## config.mk

```make
export PLATFORM = sky130hd
export DESIGN_NAME = ps2_host_tx_flat
export DESIGN_NICKNAME = d
export VERILOG_FILES = /design/src/rtl/ps2_host_tx_if.sv /design/src/rtl/ps2_host_tx.sv /design/src/flat_wrapper.sv
export SDC_FILE = /design/constraint.sdc
export NUM_CORES = 1
export LEC_CHECK = 0
export BUFFER_PORTS_ARGS = -buffer_cell sky130_fd_sc_hd__buf_4
export CORE_MARGIN = 1.5
export CORE_UTILIZATION = 40
export CTS_BUF_LIST = sky130_fd_sc_hd__clkbuf_8
export CTS_CLUSTER_DIAMETER = 50
export CTS_CLUSTER_SIZE = 12
export DETAILED_ROUTE_END_ITERATION = 6
export HOLD_SLACK_MARGIN = 0.1
export MAX_ROUTING_LAYER = met4
export PLACE_DENSITY = 0.52
export SYNTH_ARGS = -nofsm -noshare
export SYNTH_HDL_FRONTEND = slang
export SYNTH_SLANG_ARGS = --single-unit
```

## constraint.sdc

```tcl
create_clock -name clk -period 2.6 [get_ports clk]
set_input_delay 0.52 -clock clk [delete_from_list [all_inputs] [get_ports clk]]
set_output_delay 0.52 -clock clk [all_outputs]
set_load 0.01 [all_outputs]
```

## src/rtl/ps2_host_tx_if.sv

```systemverilog
// Handshake and PS/2 line bundle for the host-to-device transmitter.
// slave = transmitter side, master = byte source plus line/pad side.
interface ps2_host_tx_if;
  logic       tx_valid;
  logic [7:0] tx_data;
  logic       tx_ready;
  logic       ps2c_in;
  logic       ps2d_in;
  logic       ps2c_oe;
  logic       ps2d_oe;
  logic       busy;
  logic       tx_done;
  logic       tx_err;

  modport master (
    output tx_valid, tx_data, ps2c_in, ps2d_in,
    input  tx_ready, ps2c_oe, ps2d_oe, busy, tx_done, tx_err
  );

  modport slave (
    input  tx_valid, tx_data, ps2c_in, ps2d_in,
    output tx_ready, ps2c_oe, ps2d_oe, busy, tx_done, tx_err
  );
endinterface

```

## src/rtl/ps2_host_tx.sv

```systemverilog
// PS/2 host-to-device transmitter: inhibit, request-to-send, 8 data bits LSB first,
// odd parity, stop, then device ACK. Lines are open-drain (oe=1 pulls low).
//
// state     | meaning
// IDLE      | bus released, ready for a byte
// INHIBIT   | ps2c held low
// START     | ps2c and ps2d low (start bit presented)
// SEND      | ps2c released, shifting bits on device clock falls
// ACK       | waiting for fall 11 to sample device ACK
// WAIT_IDLE | waiting for both lines to return high
module ps2_host_tx #(
  parameter int INHIBIT_CYCLES = 12000,
  parameter int SETUP_CYCLES   = 200,
  parameter int FILTER_LEN     = 8,
  parameter int TIMEOUT_CYCLES = 2000000
) (
  input logic         clk,
  input logic         rst_n,
  ps2_host_tx_if.slave bus
);

  localparam int PH_MAX = (INHIBIT_CYCLES > SETUP_CYCLES) ? INHIBIT_CYCLES : SETUP_CYCLES;
  localparam int PH_W   = $clog2(PH_MAX + 1);
  localparam int WD_W   = $clog2(TIMEOUT_CYCLES + 1);
  localparam int FL_W   = $clog2(FILTER_LEN + 1);

  typedef enum logic [2:0] {
    IDLE      = 3'd0,
    INHIBIT   = 3'd1,
    START     = 3'd2,
    SEND      = 3'd3,
    ACK       = 3'd4,
    WAIT_IDLE = 3'd5
  } state_t;

  logic [1:0]      c_sync;
  logic [1:0]      d_sync;
  logic            c_filt;
  logic            d_filt;
  logic            c_fall;
  logic [FL_W-1:0] c_fcnt;
  logic [FL_W-1:0] d_fcnt;

  state_t          state;
  logic [7:0]      data_q;
  logic            par_q;
  logic [3:0]      bit_idx;
  logic [PH_W-1:0] ph_cnt;
  logic [WD_W-1:0] wd_cnt;
  logic            c_oe;
  logic            d_oe;
  logic            ready_q;
  logic            done_q;
  logic            err_q;
  logic            wd_active;

  always_ff @(posedge clk) begin
    if (!rst_n) begin
      c_sync <= 2'b11;
      d_sync <= 2'b11;
    end else begin
      c_sync <= {c_sync[0], bus.ps2c_in};
      d_sync <= {d_sync[0], bus.ps2d_in};
    end
  end

  // Filtered value changes only after FILTER_LEN consecutive differing samples.
  always_ff @(posedge clk) begin
    if (!rst_n) begin
      c_filt <= 1'b1;
      c_fcnt <= '0;
      c_fall <= 1'b0;
    end else begin
      c_fall <= 1'b0;
      if (c_sync[1] == c_filt) begin
        c_fcnt <= '0;
      end else if (c_fcnt == FL_W'(FILTER_LEN - 1)) begin
        c_filt <= c_sync[1];
        c_fcnt <= '0;
        c_fall <= c_filt;
      end else begin
        c_fcnt <= c_fcnt + 1'b1;
      end
    end
  end

  always_ff @(posedge clk) begin
    if (!rst_n) begin
      d_filt <= 1'b1;
      d_fcnt <= '0;
    end else begin
      if (d_sync[1] == d_filt) begin
        d_fcnt <= '0;
      end else if (d_fcnt == FL_W'(FILTER_LEN - 1)) begin
        d_filt <= d_sync[1];
        d_fcnt <= '0;
      end else begin
        d_fcnt <= d_fcnt + 1'b1;
      end
    end
  end

  assign wd_active = (state == SEND) || (state == ACK) || (state == WAIT_IDLE);

  always_ff @(posedge clk) begin
    if (!rst_n) begin
      state   <= IDLE;
      data_q  <= '0;
      par_q   <= 1'b0;
      bit_idx <= '0;
      ph_cnt  <= '0;
      wd_cnt  <= '0;
      c_oe    <= 1'b0;
      d_oe    <= 1'b0;
      ready_q <= 1'b0;
      done_q  <= 1'b0;
      err_q   <= 1'b0;
    end else begin
      done_q <= 1'b0;
      err_q  <= 1'b0;
      if (wd_active) begin
        wd_cnt <= wd_cnt - 1'b1;
      end
      case (state)
        IDLE: begin
          c_oe    <= 1'b0;
          d_oe    <= 1'b0;
          ready_q <= 1'b1;
          if (bus.tx_valid && ready_q) begin
            data_q  <= bus.tx_data;
            par_q   <= ~^bus.tx_data;
            ready_q <= 1'b0;
            c_oe    <= 1'b1;
            ph_cnt  <= PH_W'(INHIBIT_CYCLES - 1);
            state   <= INHIBIT;
          end
        end
        INHIBIT: begin
          if (ph_cnt == '0) begin
            d_oe   <= 1'b1;
            ph_cnt <= PH_W'(SETUP_CYCLES - 1);
            state  <= START;
          end else begin
            ph_cnt <= ph_cnt - 1'b1;
          end
        end
        START: begin
          if (ph_cnt == '0) begin
            c_oe    <= 1'b0;
            wd_cnt  <= WD_W'(TIMEOUT_CYCLES - 1);
            bit_idx <= '0;
            state   <= SEND;
          end else begin
            ph_cnt <= ph_cnt - 1'b1;
          end
        end
        SEND: begin
          // Start bit stays on ps2d until the first device fall.
          if (c_fall) begin
            bit_idx <= bit_idx + 1'b1;
            if (bit_idx < 4'd8) begin
              d_oe <= ~data_q[bit_idx[2:0]];
            end else if (bit_idx == 4'd8) begin
              d_oe <= ~par_q;
            end else begin
              d_oe  <= 1'b0;
              state <= ACK;
            end
          end
        end
        ACK: begin
          if (c_fall) begin
            if (!d_filt) begin
              state <= WAIT_IDLE;
            end else begin
              err_q   <= 1'b1;
              ready_q <= 1'b1;
              state   <= IDLE;
            end
          end
        end
        WAIT_IDLE: begin
          if (c_filt && d_filt) begin
            done_q  <= 1'b1;
            ready_q <= 1'b1;
            state   <= IDLE;
          end
        end
        default: begin
          c_oe  <= 1'b0;
          d_oe  <= 1'b0;
          state <= IDLE;
        end
      endcase
      // Watchdog wins over any same-cycle ACK/done decision.
      if (wd_active && wd_cnt == '0) begin
        c_oe    <= 1'b0;
        d_oe    <= 1'b0;
        done_q  <= 1'b0;
        err_q   <= 1'b1;
        ready_q <= 1'b1;
        state   <= IDLE;
      end
    end
  end

  assign bus.tx_ready = ready_q;
  assign bus.ps2c_oe  = c_oe;
  assign bus.ps2d_oe  = d_oe;
  assign bus.busy     = (state != IDLE);
  assign bus.tx_done  = done_q;
  assign bus.tx_err   = err_q;

endmodule

```

## src/flat_wrapper.sv

```systemverilog
// flat-port wrapper written by rule: the top's interface ports become plain ports
module ps2_host_tx_flat 
#(
  parameter int INHIBIT_CYCLES = 12000,
  parameter int SETUP_CYCLES   = 200,
  parameter int FILTER_LEN     = 8,
  parameter int TIMEOUT_CYCLES = 2000000
)
  (clk, rst_n, bus_tx_valid, bus_tx_data, bus_ps2c_in, bus_ps2d_in, bus_tx_ready, bus_ps2c_oe, bus_ps2d_oe, bus_busy, bus_tx_done, bus_tx_err);
  ps2_host_tx_if bus_i ();
  input logic clk;
  input logic rst_n;
  input wire logic [$bits(bus_i.tx_valid)-1:0] bus_tx_valid;
  input wire logic [$bits(bus_i.tx_data)-1:0] bus_tx_data;
  input wire logic [$bits(bus_i.ps2c_in)-1:0] bus_ps2c_in;
  input wire logic [$bits(bus_i.ps2d_in)-1:0] bus_ps2d_in;
  output wire logic [$bits(bus_i.tx_ready)-1:0] bus_tx_ready;
  output wire logic [$bits(bus_i.ps2c_oe)-1:0] bus_ps2c_oe;
  output wire logic [$bits(bus_i.ps2d_oe)-1:0] bus_ps2d_oe;
  output wire logic [$bits(bus_i.busy)-1:0] bus_busy;
  output wire logic [$bits(bus_i.tx_done)-1:0] bus_tx_done;
  output wire logic [$bits(bus_i.tx_err)-1:0] bus_tx_err;
  assign bus_i.tx_valid = bus_tx_valid;
  assign bus_i.tx_data = bus_tx_data;
  assign bus_i.ps2c_in = bus_ps2c_in;
  assign bus_i.ps2d_in = bus_ps2d_in;
  assign bus_tx_ready = bus_i.tx_ready;
  assign bus_ps2c_oe = bus_i.ps2c_oe;
  assign bus_ps2d_oe = bus_i.ps2d_oe;
  assign bus_busy = bus_i.busy;
  assign bus_tx_done = bus_i.tx_done;
  assign bus_tx_err = bus_i.tx_err;
  ps2_host_tx #(.INHIBIT_CYCLES(INHIBIT_CYCLES), .SETUP_CYCLES(SETUP_CYCLES), .FILTER_LEN(FILTER_LEN), .TIMEOUT_CYCLES(TIMEOUT_CYCLES)) u_core (.clk(clk), .rst_n(rst_n), .bus(bus_i));
endmodule
```

==> run metrics, run 1 <==
DRT Wirelength 7.530 mm; Top-Level Pins 19; Gates resized, CTS repair 0; gr ovfl total 0; final worst clock skew 8.958 ps; final core occ 0.4695; H-tree levels 3; placed insts 522; Vias 2899; outcome finished, final reports clean; post-synthesis cell type count 60; Max IR drop VDD 0.3770 mV; measured slew at the worst slew-check pin 725.7 ps; initial DRC count 94; Net count, final 447; count leader, synth dfxtp_1; Post-synth ARST share 0; Slew Viols, Final 0; routed vias/inst 5.388; core area 8341 sq um; Reg clk slew, reported paths 80 ps; share of the synthesized area in the top cell type 0.4082; router iterations before antenna repair 5; reg-to-reg endpoint u_core.ph_cnt[6]$_SDFFE_PN0P_; Syn Std Cell Area 3482 sq um; cells on worst reg2reg path 5; Worst Path Required 2850 ps; WHS 341.0 ps; syn_area_per_cell 8.535 sq um; Hold Fails Final Rpt 0; Hold Path Class in -> reg; area leader, netlist dfxtp_1; register bit total from synthesis 71; synthesis-to-layout area growth 12.47%; CP startpoint kind register; Ys Warns 0; layout cells sized above 1 0.1316; root buffer cell clkbuf_8; Setup crit end kind register; setup bufs post-CTS 0; Max Cap Viol 0; Final ANT Viol Nets 0; synth cell count leaders 71 x dfxtp_1, 46 x nand2_1, 45 x a21oi_1, 36 x nor2_1; hold buffer count at CTS 0; Finished Cell Area 3916 sq um; CTS sink count 71; unrepaired setup endpoints after global routing false; multi-input logic area 1956 sq um; period utilization 0.8680; largest net degree at the start of global routing 22; Worst Hold Depth 2; routed len/inst 14.00 um; CTS buffer count 9; Critical Path AT 2500 ps; final non-filler cell total 538; Die ar. 9274 sq um; Port Buffer Count 18; GRT Util Overall 0.1852; Setup TNS 0 ps; Mapped Nets 427; register area share after synthesis 0.4082; hold path endpoint u_core.d_sync[0]$_SDFF_PN1_; setup violators final 0; first-pass GRT wire length 12.93 mm; WS Path Type reg -> reg; hold_sp bus_ps2d_in; Rel. slew slack 0.5157; EDFF count, synth 0; vias in the first global route 2680; die width 96.30 um; Die Span Y 96.30 um; Final Critical Period 2257 ps; routability cong. 0.8382; Post-DP Area 3737 sq um; reg-to-reg slack, setup 340 ps; Initial Util 0.4175; TritonCTS clock tree built; fill cell count 853; initial antenna violation count 0; CTS Buffer Depth 2; Worst Path Max Fanout 16; Synth area leaders dfxtp_1 41%, a21oi_1 6.5%, xor2_1 5.0%, nand2_1 5.0%, xnor2_1 4.3%; FP Rows 33; Lkg Pwr 0.001473 uW; ys flop type dfxtp_1; Detailed Place HPWL 5.301 mm; Post-route DRC 0; worst skew pair latency 360 ps; FF+latch area 1421 sq um; RR Startpoint u_core.state[1]$_SDFFE_PP0P_; fmax 0.4431 GHz; PD cells 929.5 nW/um^2; n_diodes 0; Synth Instances 408
[kinds of logic (layout without fill, tap and decap cells)]
logic type / after synthesis / in the layout / synth area share
compound gates: 85 / 85 / 0.1578
xor+xnor: 37 / 37 / 0.09306
fa+ha+maj: 6 / 6 / 0.02156
buf+inv: 26 / 51 / 0.03018
flops: 71 / 71 / 0.4082
mux: 7 / 7 / 0.02731
simple gates: 176 / 176 / 0.2619
[placed cells by master (no fill, tap or decap), drive strengths merged, types with 2 or more instances in the layout]
cell type,instances
dfxtp,71
nand2,47
a21oi,45
nor2,36
buf,26
nand3,20
xor2,20
xnor2,17
nor3,14
inv,11
o21ai,10
clkbuf,9
nand2b,8
nor4,8
and3,7
ha,6
nand3b,5
nand4,5
mux2i,5
or4,5
a31oi,5
nor2b,4
or3,4
nor3b,3
or2,3
o21a,3
o32ai,3
clkinv,3
and2,2
nand4b,2
mux4,2
clkinvlp,2
a2111oi,2
[worst max-delay path by stage]
stage	startpoint	endpoint	slack, ps	cells past startpoint
after floorplan	u_core.wd_cnt[5]$_SDFF_PN0_	u_core.bus.ps2d_oe$_SDFFE_PP0P_	690	5
after global placement	u_core.wd_cnt[9]$_SDFF_PN0_	u_core.bus.tx_done$_SDFF_PP0_	400	5
after detailed placement	u_core.wd_cnt[9]$_SDFF_PN0_	u_core.bus.tx_done$_SDFF_PP0_	370	5
after CTS	u_core.wd_cnt[9]$_SDFF_PN0_	u_core.bus.tx_done$_SDFF_PP0_	340	5
after global routing	u_core.wd_cnt[9]$_SDFF_PN0_	u_core.bus.ps2d_oe$_SDFFE_PP0P_	170	5
final	u_core.state[1]$_SDFFE_PP0P_	u_core.ph_cnt[6]$_SDFFE_PN0P_	340	5
[critical path, stage by stage, from the launching register on]
cell     delay [ps]
dfxtp_1         660
nor3b_1         470
and3_1          320
a21o_1          330
a21oi_1          90
o221a_2         280
[metrics by stage]
| stage | total power [uW] | setup WS [ps] |
|---|---|---|
| 2_1_floorplan | 2493 | 689.1 |
| 3_3_place_gp | 2838 | 402.7 |
| 3_5_place_dp | 2833 | 365.1 |
| 4_1_cts | 3671 | 336.0 |
| 5_1_grt | 3920 | 169.5 |
| 6_report | 3640 | 343.1 |
[cell type report]
class                           instances  share of cell area
Sequential cell                        71              0.3629
Multi-Input combinational cell        311              0.4994
Tap cell                              105             0.03355
Clock inverter                          7             0.01406
Timing Repair Buffer                   26             0.04984
Clock buffer                            9             0.03163
Inverter                                9            0.008626
[flip-flops by register name, summed over array words and instances, names as in the netlist]
register	flops
u_core.ph_cnt	14
u_core.bus.tx_done	1
u_core.d_filt	1
u_core.c_filt	1
u_core.bus.tx_err	1
u_core.c_fcnt	4
u_core.c_fall	1
u_core.data_q	8
u_core.d_sync	2
u_core.bit_idx	4
u_core.bus.ps2c_oe	1
u_core.c_sync	2
u_core.par_q	1
u_core.bus.ps2d_oe	1
u_core.wd_cnt	21
u_core.bus.tx_ready	1
u_core.state	3
u_core.d_fcnt	4
[power breakdown]
| part | leakage (uW) | total [uW] | internal [uW] | switching, uW |
|---|---|---|---|---|
| Clock | 0.0000866 | 820 | 356 | 464 |
| Sequential | 0.000578 | 1430 | 1250 | 183 |
| Combinational | 0.000809 | 1390 | 586 | 802 |
[routing by layer]
layer,GRT usage,up-vias,part of all wire
met3,0.04581,10,0.038
li1,-,1492,-
met5,-,-,0
met1,0.2512,1349,0.51
met2,0.2729,48,0.44
met4,0.05193,0,0.011
(Power assumes the default switching activity.)
==> inputs of run 2 (changes only) <==
GPL_TIMING_DRIVEN = 0   (was not set)
==> run metrics, run 2 (same netlist as run 1, synthesis figures left out) <==
outcome finished, final reports clean; final worst clock skew 13.34 ps (+4.380 ps); routed len/inst 14.39 um (+2.8%); period utilization 0.8803 (+0.01230); initial antenna violation count 0 (unchanged); unrepaired setup endpoints after global routing false; Final Critical Period 2289 ps (+31.98 ps); GRT Util Overall 0.1934 (+0.008229); Initial Util 0.4175 (unchanged); fmax 0.4369 GHz (-1.4%); die width 96.30 um (unchanged); layout cells sized above 1 0.1199 (-0.01173); commonest non-fill, non-tap cell in the layout dfxtp_1; Die Span Y 96.30 um (unchanged); router iterations before antenna repair 4 (-1); initial DRC count 132 (+40%); max FFs per register 21 (unchanged); commonest non-fill, non-tap cells in the layout 71 x dfxtp_1, 46 x nand2_1, 45 x a21oi_1; Final Power 3754 uW (+3.1%); vias in the first global route 2700 (+0.75%); gr ovfl total 0 (unchanged); Port Buffer Count 18 (unchanged); Top-Level Pins 19 (unchanged); placed insts 531 (+1.7%); FP Rows 33 (unchanged); Setup TNS 0 ps (unchanged); register bank with the most flops u_core.wd_cnt; Critical Path AT 2520 ps (+20 ps); Gates resized, CTS repair 0 (unchanged); measured slew at the worst slew-check pin 686.3 ps (-39.46 ps); Vias 2920 (+0.72%); Final ANT Viol Nets 0 (unchanged); Lkg Pwr 0.001480 uW (+0.48%); PD cells 949.5 nW/um^2 (+2.2%); n_diodes 0 (unchanged); CP startpoint kind register; synthesis-to-layout area growth 13.55%; switching share of total power 0.3866 (-0.01174); Hold Fails Final Rpt 0 (unchanged); Max IR drop VDD 0.3333 mV (-12%); clock share of power 0.247 (+0.022); Die ar. 9274 sq um (unchanged); first-pass GRT wire length 13.20 mm (+2.1%); CTS Buffer Depth 2 (unchanged); Slew Viols, Final 0 (unchanged); hold buffer count at CTS 0 (unchanged); Rel. slew slack 0.5408 (+0.02511); Net count, final 456 (+2.0%); Worst Path Max Fanout 9 (-7); Reg clk slew, reported paths 80 ps (about the same); fill cell count 839 (-1.6%); Setup crit end kind register; Post-route DRC 0 (unchanged); Max Cap Viol 0 (unchanged); final non-filler cell total 547 (+1.7%); setup violators final 0 (unchanged); Reg power frac 0.374 (-0.019); core area 8341 sq um (unchanged); H-tree levels 3 (unchanged); routed vias/inst 5.338 (-0.93%); TritonCTS clock tree built; root buffer cell clkbuf_8; CTS sink count 71 (unchanged); largest net degree at the start of global routing 14 (-36%); NetSw 1451 uW (about the same); WS Path Type reg -> reg; logic gate share of total power 0.379 (-0.002); biggest regs u_core.wd_cnt: 21 flops, u_core.ph_cnt: 14 flops, u_core.data_q: 8 flops; Pint 2303 uW (+5.1%); Hold Path Class in -> reg; DRT Wirelength 7.871 mm (+4.5%); routability cong. 0.8429 (+0.56%); worst skew pair latency 350 ps (about the same); setup bufs post-CTS 0 (unchanged); Detailed Place HPWL 5.603 mm (+5.7%); Worst Path Required 2830 ps (-20 ps); CTS buffer count 9 (unchanged)
run 2: per-layer routing:
| metal | routed length [um] | up-vias | global-route usage |
|---|---|---|---|
| met5 | 0 | - | - |
| met4 | 140 | 0 | 0.07246 |
| met3 | 237 | 13 | 0.04028 |
| met2 | 3339 | 48 | 0.2782 |
| met1 | 4154 | 1346 | 0.2656 |
| li1 | - | 1513 | - |
run 2: final cells by class:
class | instances | area [sq um] | share of cell area
clock inverters | 6 | 67.56 | 0.01709
inverters | 9 | 33.78 | 0.008544
clock buffers | 10 | 137.6 | 0.03481
plain buffers | 17 | 71.32 | 0.01804
repair buffers | 18 | 135.1 | 0.03418
flip-flops and latches | 71 | 1421 | 0.3595
well taps | 105 | 131.4 | 0.03323
multi-input cells | 311 | 1956 | 0.4946
run 2: power by group through the flow:
stage / sequential, uW / clock, uW / combinational, uW
6_report: 1410 / 927 / 1420
5_1_grt: 1430 / 1000 / 1600
4_1_cts: 1400 / 956 / 1420
3_5_place_dp: 1430 / 0 / 1410
3_3_place_gp: 1430 / 0 / 1410
2_1_floorplan: 1390 / 0 / 1100
run 2: critical path, cell delays in order (launching register included):
cell,delay (ps)
dfxtp_1,350
or4_4,560
a2111oi_4,620
nand4b_1,310
nand2_2,230
nor3_1,100
run 2: path summary, 6_finish.rpt:
path	start	endpoint	slack [ps]	cells past startpoint
worst max-delay path	u_core.wd_cnt[5]$_SDFF_PN0_	u_core.bus.tx_done$_SDFF_PP0_	310	5
worst max register to register	u_core.wd_cnt[5]$_SDFF_PN0_	u_core.bus.tx_done$_SDFF_PP0_	310	5
worst min-delay path	bus_ps2d_in	u_core.d_sync[0]$_SDFF_PN1_	350	2
worst min register to register	u_core.d_sync[0]$_SDFF_PN1_	u_core.d_sync[1]$_SDFF_PN1_	410	1
run 2: through the flow:
stage	hold slack (ps)	util	setup slack (ps)	instance area, sq um
2_1_floorplan	386.3	-	689.1	3482
3_3_place_gp	389.5	0.4494	322.8	3749
3_5_place_dp	397.2	0.4494	353.5	3749
4_1_cts	330.2	0.4740	324.6	3954
5_1_grt	330.5	0.4740	18.94	3954
6_report	347.8	0.4740	311.2	3954
==> inputs of run 3 (changes only) <==
ABC_AREA = 1   (was not set)
CELL_PAD_IN_SITES_DETAIL_PLACEMENT = 0   (was not set)
CELL_PAD_IN_SITES_GLOBAL_PLACEMENT = 2   (was not set)
CORE_UTILIZATION = 36   (was 40)
PLACE_DENSITY = 0.78   (was 0.52)
==> run metrics, run 3 <==
Hold Path Class in -> reg; Worst Path Required 2870 ps (+40 ps); area leader, netlist dfxtp_1; Gates resized, CTS repair 0 (unchanged); register area share after synthesis 0.3803 (-0.02788); worst skew pair latency 370 ps (+20 ps); period utilization 0.7923 (-0.08807); Initial Util 0.3670 (-0.05054); syn_area_per_cell 6.771 sq um (-21%); Final ANT Viol Nets 0 (unchanged); biggest regs u_core.wd_cnt: 21 flops, u_core.ph_cnt: 14 flops, u_core.data_q: 8 flops; hold buffer count at CTS 0 (unchanged); ys flop type dfxtp_1; vias in the first global route 3272 (+21%); Post-Route M1 WL 4.637 mm (+12%); routability cong. 0.8030 (-4.7%); Synth Instances 552 (+35%); Setup crit end kind register; post-route setup slack 540.1 ps (+229.0 ps); top sig layer met4; Post-DP Area 4043 sq um (+7.8%); DRT Wirelength 9.335 mm (+19%); measured slew at the worst slew-check pin 658.8 ps (-27.48 ps); share of the synthesized area in the top cell type 0.3803 (-0.02788); Top-Level Pins 19 (unchanged); WS Path Type reg -> reg; final worst clock skew 7.502 ps (-5.836 ps); crit-path cells inv_1, ha_1, nand2_2, nor2_1, nand3_1, nand2_1, inv_1, nand2_1, nor2_1; Finished Cell Area 4230 sq um (+7.0%); core area 10180 sq um (+22%); setup bufs post-CTS 0 (unchanged); initial DRC count 169 (+28%); cells on worst reg2reg path 9 (+4); gr ovfl total 0 (unchanged); Reg clk slew, reported paths 90 ps (about the same); Post-route DRC 0 (unchanged); count leader, synth nor2_1; Synth area leaders dfxtp_1 38%, nor2_1 12%, nand2_1 10%, inv_1 6.5%, nand3_1 4.7%; Worst Path Max Fanout 8 (-1); Rel. slew slack 0.5608 (+0.02001); CP peak stage delay 350 ps (-270 ps); commonest non-fill, non-tap cells in the layout 115 x nor2_1, 102 x nand2_1, 71 x dfxtp_1; NetSw 2487 uW (+71%); EDFF count, synth 0 (unchanged); logic gate share of total power 0.508 (+0.129); PD cells 1225 nW/um^2 (+29%); switching share of total power 0.4800 (+0.09341); Mapped Nets 571 (+34%); Max Cap Viol 0 (unchanged); final core occ 0.4154 (-0.05869); routed vias/inst 4.731 (-11%); routed length on met2 4.230 mm (+27%); Net count, final 600 (+32%); fmax 0.4855 GHz (+11%); layout cells sized above 1 0.1177 (-0.002162); GRT Util Overall 0.1920 (-0.001422); initial antenna violation count 0 (unchanged); H-tree levels 3 (unchanged); Ys Warns 0 (unchanged); die width 104.9 um (+8.9%); Die Span Y 104.9 um (+8.9%); met3 WL 319 um (+35%); slowest CP cell nand2_1; TritonCTS clock tree built; n_diodes 0 (unchanged); unrepaired setup endpoints after global routing false; Reg power frac 0.325 (-0.049); outcome finished, final reports clean; synth cell count leaders 115 x nor2_1, 102 x nand2_1, 71 x dfxtp_1, 65 x inv_1, 35 x nand3_1; CTS buffer count 9 (unchanged); FP Rows 37 (+12%); router iterations before antenna repair 4 (unchanged); commonest non-fill, non-tap cell in the layout nor2_1; Pint 2694 uW (+17%); routed len/inst 12.93 um (-10%); largest net degree at the start of global routing 16 (+2); Die ar. 11000 sq um (+19%); max FFs per register 21 (unchanged); first-pass GRT wire length 15.89 mm (+20%); clock share of power 0.167 (-0.080); Post-synth ARST share 0 (unchanged); fill cell count 1121 (+34%); Setup TNS 0 ps (unchanged); Port Buffer Count 18 (unchanged); register bit total from synthesis 71 (unchanged); Lkg Pwr 0.001962 uW (+33%); root buffer cell clkbuf_8; register bank with the most flops u_core.wd_cnt; Final Critical Period 2060 ps (-229.0 ps); Critical Path AT 2330 ps (-190 ps); pre-CTS WS 523.8 ps (+170.4 ps); Hold Fails Final Rpt 0 (unchanged); Syn Std Cell Area 3737 sq um (+7.3%); Vias 3416 (+17%); setup violators final 0 (unchanged); Detailed Place HPWL 7.010 mm (+25%); Slew Viols, Final 0 (unchanged); CP startpoint kind register; synthesis-to-layout area growth 13.19%; CTS sink count 71 (unchanged); post-synthesis cell type count 32 (-47%); Max IR drop VDD 0.4074 mV (+22%); CTS Buffer Depth 2 (unchanged); Worst Hold Depth 2 (unchanged)
==> run 3: worst paths after layout <==
kind	start	endpoint	slack [ps]
min	bus_ps2c_in	u_core.c_sync[0]$_SDFF_PN1_	330
min reg2reg	u_core.c_sync[0]$_SDFF_PN1_	u_core.c_sync[1]$_SDFF_PN1_	420
max	u_core.ph_cnt[0]$_SDFFE_PN0P_	u_core.wd_cnt[14]$_SDFF_PN0_	540
max reg2reg	u_core.ph_cnt[0]$_SDFFE_PN0P_	u_core.wd_cnt[14]$_SDFF_PN0_	540
==> run 3: kinds of logic (layout without fill, tap and decap cells) <==
family | count (synthesis) | after routing | synth area share
XOR/XNOR | 21 | 21 | 0.04921
adder cells (fa/ha/maj) | 6 | 6 | 0.02009
buffers and inverters | 80 | 114 | 0.08470
flip-flops | 71 | 71 | 0.3803
AND/OR/NAND/NOR | 293 | 293 | 0.3498
AO/OA/AOI/OAI | 81 | 81 | 0.1158
==> run 3: final cells by class <==
type / count / area [sq um] / share of cell area
buffer: 9 / 50.05 / 0.01183
sequential: 71 / 1421 / 0.3360
multi-input combinational: 401 / 1999 / 0.4726
timing repair buffer: 18 / 135.1 / 0.03194
inverter: 71 / 266.5 / 0.06300
tap: 136 / 170.2 / 0.04022
clock buffer: 9 / 123.9 / 0.02928
clock inverter: 7 / 63.81 / 0.01508
==> run 3: metal layers <==
metal / vias up / track usage
met4: 0 / 0.06262
met2: 38 / 0.2937
li1: 1814 / -
met1: 1549 / 0.2409
met3: 15 / 0.05989
met5: - / -
==> run 3: power by group through the flow <==
stage          registers [uW]  logic (uW)  clock network (uW)
2_1_floorplan            1640        2090                   0
3_5_place_dp             1710        2640                   0
6_report                 1690        2630                 865
5_1_grt                  1740        3060                 967
3_3_place_gp             1700        2630                   0
4_1_cts                  1690        2660                 915
==> run 3: through the flow <==
step | total power, uW | hold WS [ps] | std cells
after floorplan | 3727 | 392.5 | 552
after global placement | 4329 | 397.0 | 706
after detailed placement | 4349 | 397.4 | 706
after CTS | 5259 | 295.9 | 722
after global routing | 5762 | 289.0 | 722
final | 5181 | 325.3 | 722
==> run 3: worst max-delay path: cells and delay by family (launching register included) <==
family	cells	cell delay [ps]
and+or+nand+nor	6	1090
DFF	1	330
buffers and inverters	2	280
adders and majority gates	1	250
